===== src/rtl/usbh_nes_pad_serializer.sv =====
// usbh_nes_pad_serializer
// Emulates a 4021-based NES controller on the console port pins. The LATCH and
// CLK pins are synchronized and glitch-filtered, then the decoded button state
// is parallel-loaded and shifted out in NES order on the active-low DATA pin.
//
// Build option: define NES_PAD_DPAD_FILTER_EN to cancel opposing D-pad
// directions (Up+Down, Left+Right) in the value loaded into the shift register.
module usbh_nes_pad_serializer #(
  parameter int unsigned c_sync_stages = 2,  // min 2
  parameter int unsigned c_filter      = 2   // min 1, 1 = no filtering
) (
  input  logic       i_clk,
  input  logic       i_reset,
  input  logic [7:0] i_btn,
  input  logic       i_latch,
  input  logic       i_pclk,
  output logic       o_data_n,
  output logic [3:0] o_bits,
  output logic       o_frame
);

  localparam int unsigned c_cnt_w = (c_filter > 1) ? $clog2(c_filter) : 1;
  localparam logic [c_cnt_w-1:0] c_cnt_max = c_cnt_w'(c_filter - 1);
  localparam logic [3:0] c_bits_max = 4'd8;

  // Synchronizer chains, sampled output is the last stage
  logic [c_sync_stages-1:0] r_latch_sync;
  logic [c_sync_stages-1:0] r_pclk_sync;
  logic                     w_latch_s;
  logic                     w_pclk_s;

  // Filtered levels and their qualification counters
  logic               r_latch_flt;
  logic               r_pclk_flt;
  logic [c_cnt_w-1:0] r_latch_cnt;
  logic [c_cnt_w-1:0] r_pclk_cnt;
  logic               w_latch_flt_nxt;
  logic               w_pclk_flt_nxt;
  logic [c_cnt_w-1:0] w_latch_cnt_nxt;
  logic [c_cnt_w-1:0] w_pclk_cnt_nxt;

  // Previous filtered levels for edge detection
  logic r_latch_prev;
  logic r_pclk_prev;
  logic w_latch_fall;
  logic w_pclk_rise;

  // Shift register (1 = pressed) and shift counter
  logic [7:0] r_sreg;
  logic [3:0] r_bits;
  logic [7:0] w_sreg_nxt;
  logic [3:0] w_bits_nxt;
  logic [7:0] w_load_val;

  assign w_latch_s = r_latch_sync[c_sync_stages-1];
  assign w_pclk_s  = r_pclk_sync[c_sync_stages-1];

  // Plain flop chains; reset values match the idle pin levels
  always_ff @(posedge i_clk) begin
    if (i_reset) begin
      r_latch_sync <= '0;
      r_pclk_sync  <= '1;
    end else begin
      r_latch_sync <= {r_latch_sync[c_sync_stages-2:0], i_latch};
      r_pclk_sync  <= {r_pclk_sync[c_sync_stages-2:0], i_pclk};
    end
  end

  // LATCH filter: accept a new level after c_filter consecutive differing samples
  always_comb begin
    w_latch_flt_nxt = r_latch_flt;
    w_latch_cnt_nxt = '0;
    if (w_latch_s != r_latch_flt) begin
      if (r_latch_cnt == c_cnt_max) begin
        w_latch_flt_nxt = ~r_latch_flt;
      end else begin
        w_latch_cnt_nxt = r_latch_cnt + c_cnt_w'(1);
      end
    end
  end

  // CLK filter: same rule as LATCH
  always_comb begin
    w_pclk_flt_nxt = r_pclk_flt;
    w_pclk_cnt_nxt = '0;
    if (w_pclk_s != r_pclk_flt) begin
      if (r_pclk_cnt == c_cnt_max) begin
        w_pclk_flt_nxt = ~r_pclk_flt;
      end else begin
        w_pclk_cnt_nxt = r_pclk_cnt + c_cnt_w'(1);
      end
    end
  end

  // Filter state registers
  always_ff @(posedge i_clk) begin
    if (i_reset) begin
      r_latch_flt <= 1'b0;
      r_pclk_flt  <= 1'b1;
      r_latch_cnt <= '0;
      r_pclk_cnt  <= '0;
    end else begin
      r_latch_flt <= w_latch_flt_nxt;
      r_pclk_flt  <= w_pclk_flt_nxt;
      r_latch_cnt <= w_latch_cnt_nxt;
      r_pclk_cnt  <= w_pclk_cnt_nxt;
    end
  end

  // Edge history of the filtered levels
  always_ff @(posedge i_clk) begin
    if (i_reset) begin
      r_latch_prev <= 1'b0;
      r_pclk_prev  <= 1'b1;
    end else begin
      r_latch_prev <= r_latch_flt;
      r_pclk_prev  <= r_pclk_flt;
    end
  end

  assign w_latch_fall = r_latch_prev & ~r_latch_flt;
  assign w_pclk_rise  = ~r_pclk_prev & r_pclk_flt;

  // Value presented to the parallel load
  always_comb begin
    w_load_val = i_btn;
`ifdef NES_PAD_DPAD_FILTER_EN
    if (i_btn[4] && i_btn[5]) begin
      w_load_val[4] = 1'b0;
      w_load_val[5] = 1'b0;
    end
    if (i_btn[6] && i_btn[7]) begin
      w_load_val[6] = 1'b0;
      w_load_val[7] = 1'b0;
    end
`endif
  end

  // Load while LATCH is high (CLK ignored), otherwise shift on each CLK rise.
  // Fill with 1 so reads past bit 8 return "pressed" like a real pad.
  always_comb begin
    w_sreg_nxt = r_sreg;
    w_bits_nxt = r_bits;
    if (r_latch_flt) begin
      w_sreg_nxt = w_load_val;
      w_bits_nxt = '0;
    end else if (w_pclk_rise) begin
      w_sreg_nxt = {1'b1, r_sreg[7:1]};
      if (r_bits != c_bits_max) begin
        w_bits_nxt = r_bits + 4'd1;
      end
    end
  end

  // Shift state and registered port outputs
  always_ff @(posedge i_clk) begin
    if (i_reset) begin
      r_sreg   <= 8'h00;
      r_bits   <= '0;
      o_data_n <= 1'b1;
      o_frame  <= 1'b0;
    end else begin
      r_sreg   <= w_sreg_nxt;
      r_bits   <= w_bits_nxt;
      o_data_n <= ~r_sreg[0];
      o_frame  <= w_latch_fall;
    end
  end

  assign o_bits = r_bits;

endmodule

===== config.mk =====
export PLATFORM = sky130hd
export DESIGN_NAME = usbh_nes_pad_serializer
export DESIGN_NICKNAME = d
export VERILOG_FILES = /design/src/rtl/usbh_nes_pad_serializer.sv
export SDC_FILE = /design/constraint.sdc
export NUM_CORES = 1
export LEC_CHECK = 0
export ABC_CLOCK_PERIOD_IN_PS = 1420
export BUFFER_PORTS_ARGS = -buffer_cell sky130_fd_sc_hd__buf_2
export CAP_MARGIN = 20
export CORE_ASPECT_RATIO = 1.25
export CORE_MARGIN = 5
export CORE_UTILIZATION = 52
export DETAILED_ROUTE_END_ITERATION = 16
export GPL_TIMING_DRIVEN = 0
export HOLD_SLACK_MARGIN = 0.1
export PLACE_DENSITY_LB_ADDON = 0.2
export SETUP_SLACK_MARGIN = 0.05
export SLEW_MARGIN = 15
export SYNTH_ARGS = -nofsm -noshare
export SYNTH_HDL_FRONTEND = slang
export SYNTH_SLANG_ARGS = --single-unit

===== constraint.sdc =====
create_clock -name i_clk -period 1.42 [get_ports i_clk]
set_input_delay 0.284 -clock i_clk [delete_from_list [all_inputs] [get_ports i_clk]]
set_output_delay 0.284 -clock i_clk [all_outputs]
set_load 0.005 [all_outputs]

# Word-level counts from Yosys, hierarchy flattened
# Index checks and enable logic that the tools add are counted.
# W data, S select, Z words.
classes:
  n_addsub: 3
  eq_ne: 3
  muxes: 2
  n_bitwise: 8
  reduce_logical: 7
ops:
  columns: ["op", "n"]
  rows:
  - ["$mux W8", 2]
  - ["$not A1 Y1", 6]
  - ["$reduce_and A2 Y1", 3]
  - ["$reduce_or A3 Y1", 2]
  - ["$add A4 B1 Y4 const B", 1]
  - ["$ne A4 B4 Y1 const B", 1]
  - ["$add A1 B1 Y1 const B", 2]
  - ["$and A1 B1 Y1", 2]
  - ["$ne A1 B1 Y1", 2]
  - ["$reduce_bool A2 Y1", 1]
  - ["$reduce_or A2 Y1", 1]
totals:
  register_bits: 24
  input_bits: 12
  word_cells: 35

# Depth between registers and ports, before layout
logic_depth:
  word_depth: 4
  ltp_mapped: 5
  depth_no_buf: 5

# Worst setup path after synthesis
# OpenSTA, ideal clock, no wires.
synth_path:
  path_type: "flip-flop to flip-flop"
  start: "register r_bits[0] (netlist: o_bits[0])"
  end: "register r_bits[0] (netlist: o_bits[0])"
  setup_time_ps: 70
  arrival_time_ps: 1244
  path_slack_ps: 106
  stages_incl_launch_ff: 6
  cell_sequence: "dfxtp_1 > inv_1 > ha_1 > and3b_1 > or3_1 > a21oi_1"
synth_via:
  elab_chain_len: 2
  elab_cells_between_ends: 3
  classes_between: "add/sub: 1; eq/ne: 1; reduce/logical: 1"
synth_rtl:
  columns: ["item", "line", "rtl"]
  rows:
  - ["start, declared", "50", "logic [3:0] r_bits;"]
  - ["start signal, assigned", "164", "r_bits <= w_bits_nxt;"]
  - ["parallel branches: the longest is 2 deep, another holds $add A4 B1 Y4", null, null]
# Parallel ways; which one is timed is not known.
# A chain may end at the register's enable or synchronous reset.

# Worst setup path after layout
# Ends and elaborated chain as after synthesis.

==> key figures <==
Outcome
  – Result of the run: completed

Timing
  – Unrepaired setup endpoints after global routing: no
  – Count of pins over their slew limit: 0
  – Final count of negative-setup-slack endpoints: 0
  – Pin slew with the least headroom to its limit: 414 ps
  – Worst slew margin relative to its limit: 0.724
  – Hold violation count in the final report: 0
  – Top achievable clock speed: ~0.76 GHz
  – Final period utilization: 0.921
  – Sum of negative setup slack: 0 ps
  – Setup ws final: 112 ps
  – Clock period minus final worst setup slack: 1310 ps
  – Max Clock Skew: 7.34 ps

Logic synthesis
  – Xor and xnor area share after synthesis: 0.0181
  – Proportion of synthesized chip area in sequential cells: 0.497
  – Adder and majority gate portion of the synthesized area: 0.0259
  – Number of warnings printed during yosys synthesis: 0
  – Simple logic cell fraction of the synthesized area: 0.139
  – Post-synthesis instance area: 966 µm²
  – Dominant combinational cell family by area after synthesis: compound AO/OA/AOI/OAI gates
  – Post-synth net total: 112
  – Distinct cell type count after synthesis: 28
  – Async set or reset register ratio after synthesis: 0
  – Share of the synthesized area in compound gates (AO/OA/AOI/OAI): 0.150
  – Mean instance size in the synthesized netlist: 9.86 µm²
  – Most instantiated flip-flop cell in the synthesis netlist: sky130_fd_sc_hd__dfxtp_1
  – Number of synthesized flops with an enable pin: 0
  – Post-synthesis register bit count: 24
  – Fraction of synthesized area in multiplexers: 0.102
  – Mapped Cells: 98

GRT
  – Total global routing overflow: 0
  – Via count of the first global-routing pass: 654
  – Wire length of the first global-routing pass: 2.67 mm
  – Initial antenna violation count: 0
  – Overall global routing resource usage: 0.120
  – Largest net degree at the start of global routing: 14

Clocking
  – TritonCTS sink count: 24
  – # hold bufs at CTS: 0
  – Root buf cell: sky130_fd_sc_hd__clkbuf_4
  – Number of clock buffers inserted by TritonCTS: 3
  – Clock Path Buffers: 2
  – Clock Latency Late Sink: 310 ps
  – Clock transition at the registers of the reported paths: ~130 ps
  – Clock tree from TritonCTS: done
  – Htree depth: 1

Placement
  – Final GP Congestion: about 0.71
  – Worst slack at placement: between 15 and 20 ps
  – Placed cell areas: 0.00107 mm²
  – Quantity of I/O buffers inserted on ports: 17
  – Post-detail-place hpwl: 1.16 mm

Critical path
  – Internal reg-to-reg setup slack: 110 ps
  – Path type of the worst setup path: reg -> reg
  – Critical path endpoint category: register
  – Startpoint class of the critical path: register
  – Endpoint of the most critical register-to-register path: o_bits[0]
  – Largest driver fanout on the critical path: 3
  – Crit path arrival time: approximately 1600 ps
  – Worst endpoint required time: 1660 ps
  – Startpoint of the most critical register-to-register path: o_bits[0]
  – R2R depth: 5

Route
  – Drt pass-1 iters: 4
  – Via total after detailed routing: 715
  – Number of vias per cell: 5.04
  – Remaining antenna violation count after routing: 0
  – DRC violations left: 0
  – Drt initial violations: 6
  – WL per Instance: 11.2 µm
  – Wire length reported by the detailed router: 1.59 mm

Die
  – Horizontal die dimension: between 40 and 50 µm
  – Total core area: 0.00177 mm²
  – Vertical die dimension: 58.2 µm
  – Die area: approximately 0.0028 mm²
  – Number of placed I/O pins: 18
  – Count of standard-cell rows: 17
  – Initial core utilization: 0.547

Layout
  – Filler cell count: 178
  – Final non-filler cell area: 0.00115 mm²
  – Footprint of the multi-input gates: 422 µm²
  – Layout overhead on the synthesized area: 19.0%
  – Flip-flop and latch area: 488 µm²
  – Proportion of layout cells with a drive suffix above 1: 0.341
  – Number of nets in the layout: 138
  – Antenna Cells: 0
  – Final standard cell utilization of the core: 0.651

Flow run
  – Max-capacitance violation count: 0

Power and ir drop
  – Reported leakage power: ~0.00053 µW
  – Worst-case vdd ir drop: approximately 700 µV
  – Power density relative to cell area: 978 mW/mm²

Worst hold path
  – Worst min-delay path category: in -> reg
  – Min-Delay Endpoint: r_pclk_sync[0]
  – Number of cells on the worst hold path: 2
  – Origin of the worst min-delay path: i_pclk
[power by group]
part	total, µW	internal [µW]	switching [µW]	leakage (µW)
clock	348	156	191	0.0000210
sequential	697	687	10.3	0.000196
combinational	79.1	43.6	35.6	0.000309
[worst max path at each step]
| stage | depth (start not counted) | slack, ps | to | startpoint |
|---|---|---|---|---|
| 6_report | 5 | 110 | o_bits[0] | o_bits[0] |
| 3_3_place_gp | 5 | 60 | o_bits[0] | o_bits[0] |
| 4_1_cts | 5 | 50 | o_bits[0] | o_bits[0] |
| 5_1_grt | 4 | 50 | o_bits[3] | r_pclk_flt |
| 3_5_place_dp | 5 | 20 | o_bits[0] | o_bits[0] |
| 2_1_floorplan | 5 | 110 | o_bits[0] | o_bits[0] |
[cell type report]
class	instances	share of cell area
clock buffer	4	0.0316
buffer	5	0.0239
tap	19	0.0207
inverter	10	0.0326
multi-input combinational	59	0.367
sequential	24	0.424
timing repair buffer	21	0.100
[metrics by stage]
stage | hold WS, ps | total power, µW | instances
3_5_place_dp | 383 | 793 | 134
3_3_place_gp | 378 | 790 | 134
5_1_grt | 132 | 1190 | 142
4_1_cts | 142 | 1140 | 138
6_report | 154 | 1120 | 142
2_1_floorplan | 367 | 765 | 98
[cells in the final DEF (no fill, tap or decap), drive strengths merged, types with 4 or more instances in the layout]
master / synthesis / routed
or2: 4 / 4
clkbuf: 3 / 7
mux2: 7 / 7
a21oi: 10 / 10
o21a: 7 / 7
nor2b: 4 / 4
dfxtp: 24 / 24
nor2: 4 / 4
inv: 10 / 10
buf: 2 / 23
[registers in the layout (all words and copies together), names as in the netlist]
register,cells
r_pclk_prev,1
r_pclk_cnt,1
r_latch_cnt,1
o_data_n,1
r_latch_sync,2
r_pclk_flt,1
r_latch_prev,1
r_pclk_sync,2
r_latch_flt,1
r_sreg,8
o_bits,4
o_frame,1
[what timing repair did]
action                                  in CTS  in global routing
pin swaps                                    0                  1
buffers inserted                             0                  4
gates resized for setup                      2                  3
gates cloned                                 0                  0
endpoints found under the setup margin       1                  1
[cells by family after synthesis]
| kind of cell | Yosys count |
|---|---|
| xor gates and xnor gates | 2 |
| AOI/OAI and AO/OA | 23 |
| and+or+nand+nor | 23 |
| buffers and inverters | 15 |
| DFF | 24 |
| muxes | 9 |
| adders and majority gates | 2 |
[worst max-delay path: stages, from the launching register on]
cell	delay [ps]
sky130_fd_sc_hd__dfxtp_4	370
sky130_fd_sc_hd__inv_1	40
sky130_fd_sc_hd__ha_1	190
sky130_fd_sc_hd__and3b_2	220
sky130_fd_sc_hd__or3_1	300
sky130_fd_sc_hd__a21oi_1	120
[per-layer routing]
| metal | share of wire | global-route usage | routed length, µm |
|---|---|---|---|
| met5 | 0 | 0 | 0 |
| met4 | 0.011 | 0.0692 | 18 |
| met3 | 0.047 | 0.0257 | 75 |
| met2 | 0.51 | 0.220 | 809 |
| met1 | 0.43 | 0.123 | 689 |
[cell usage after synthesis, drive strengths merged, types with 2 or more instances]
| library cell | count | area, µm² |
|---|---|---|
| dfxtp | 24 | 480 |
| a21oi | 10 | 50.1 |
| inv | 10 | 37.5 |
| mux2 | 7 | 78.8 |
| o21a | 7 | 52.6 |
| nor2 | 4 | 15.0 |
| nor2b | 4 | 25.0 |
| or2 | 4 | 25.0 |
| clkbuf | 3 | 11.3 |
| buf | 2 | 16.3 |
| ha | 2 | 25.0 |
| mux2i | 2 | 20.0 |
| nand2b | 2 | 15.0 |
| nor3 | 2 | 10.0 |
| o21ai | 2 | 10.0 |
| or3 | 2 | 12.5 |
| xnor2 | 2 | 17.5 |
Power figures use the tool's default switching activity.
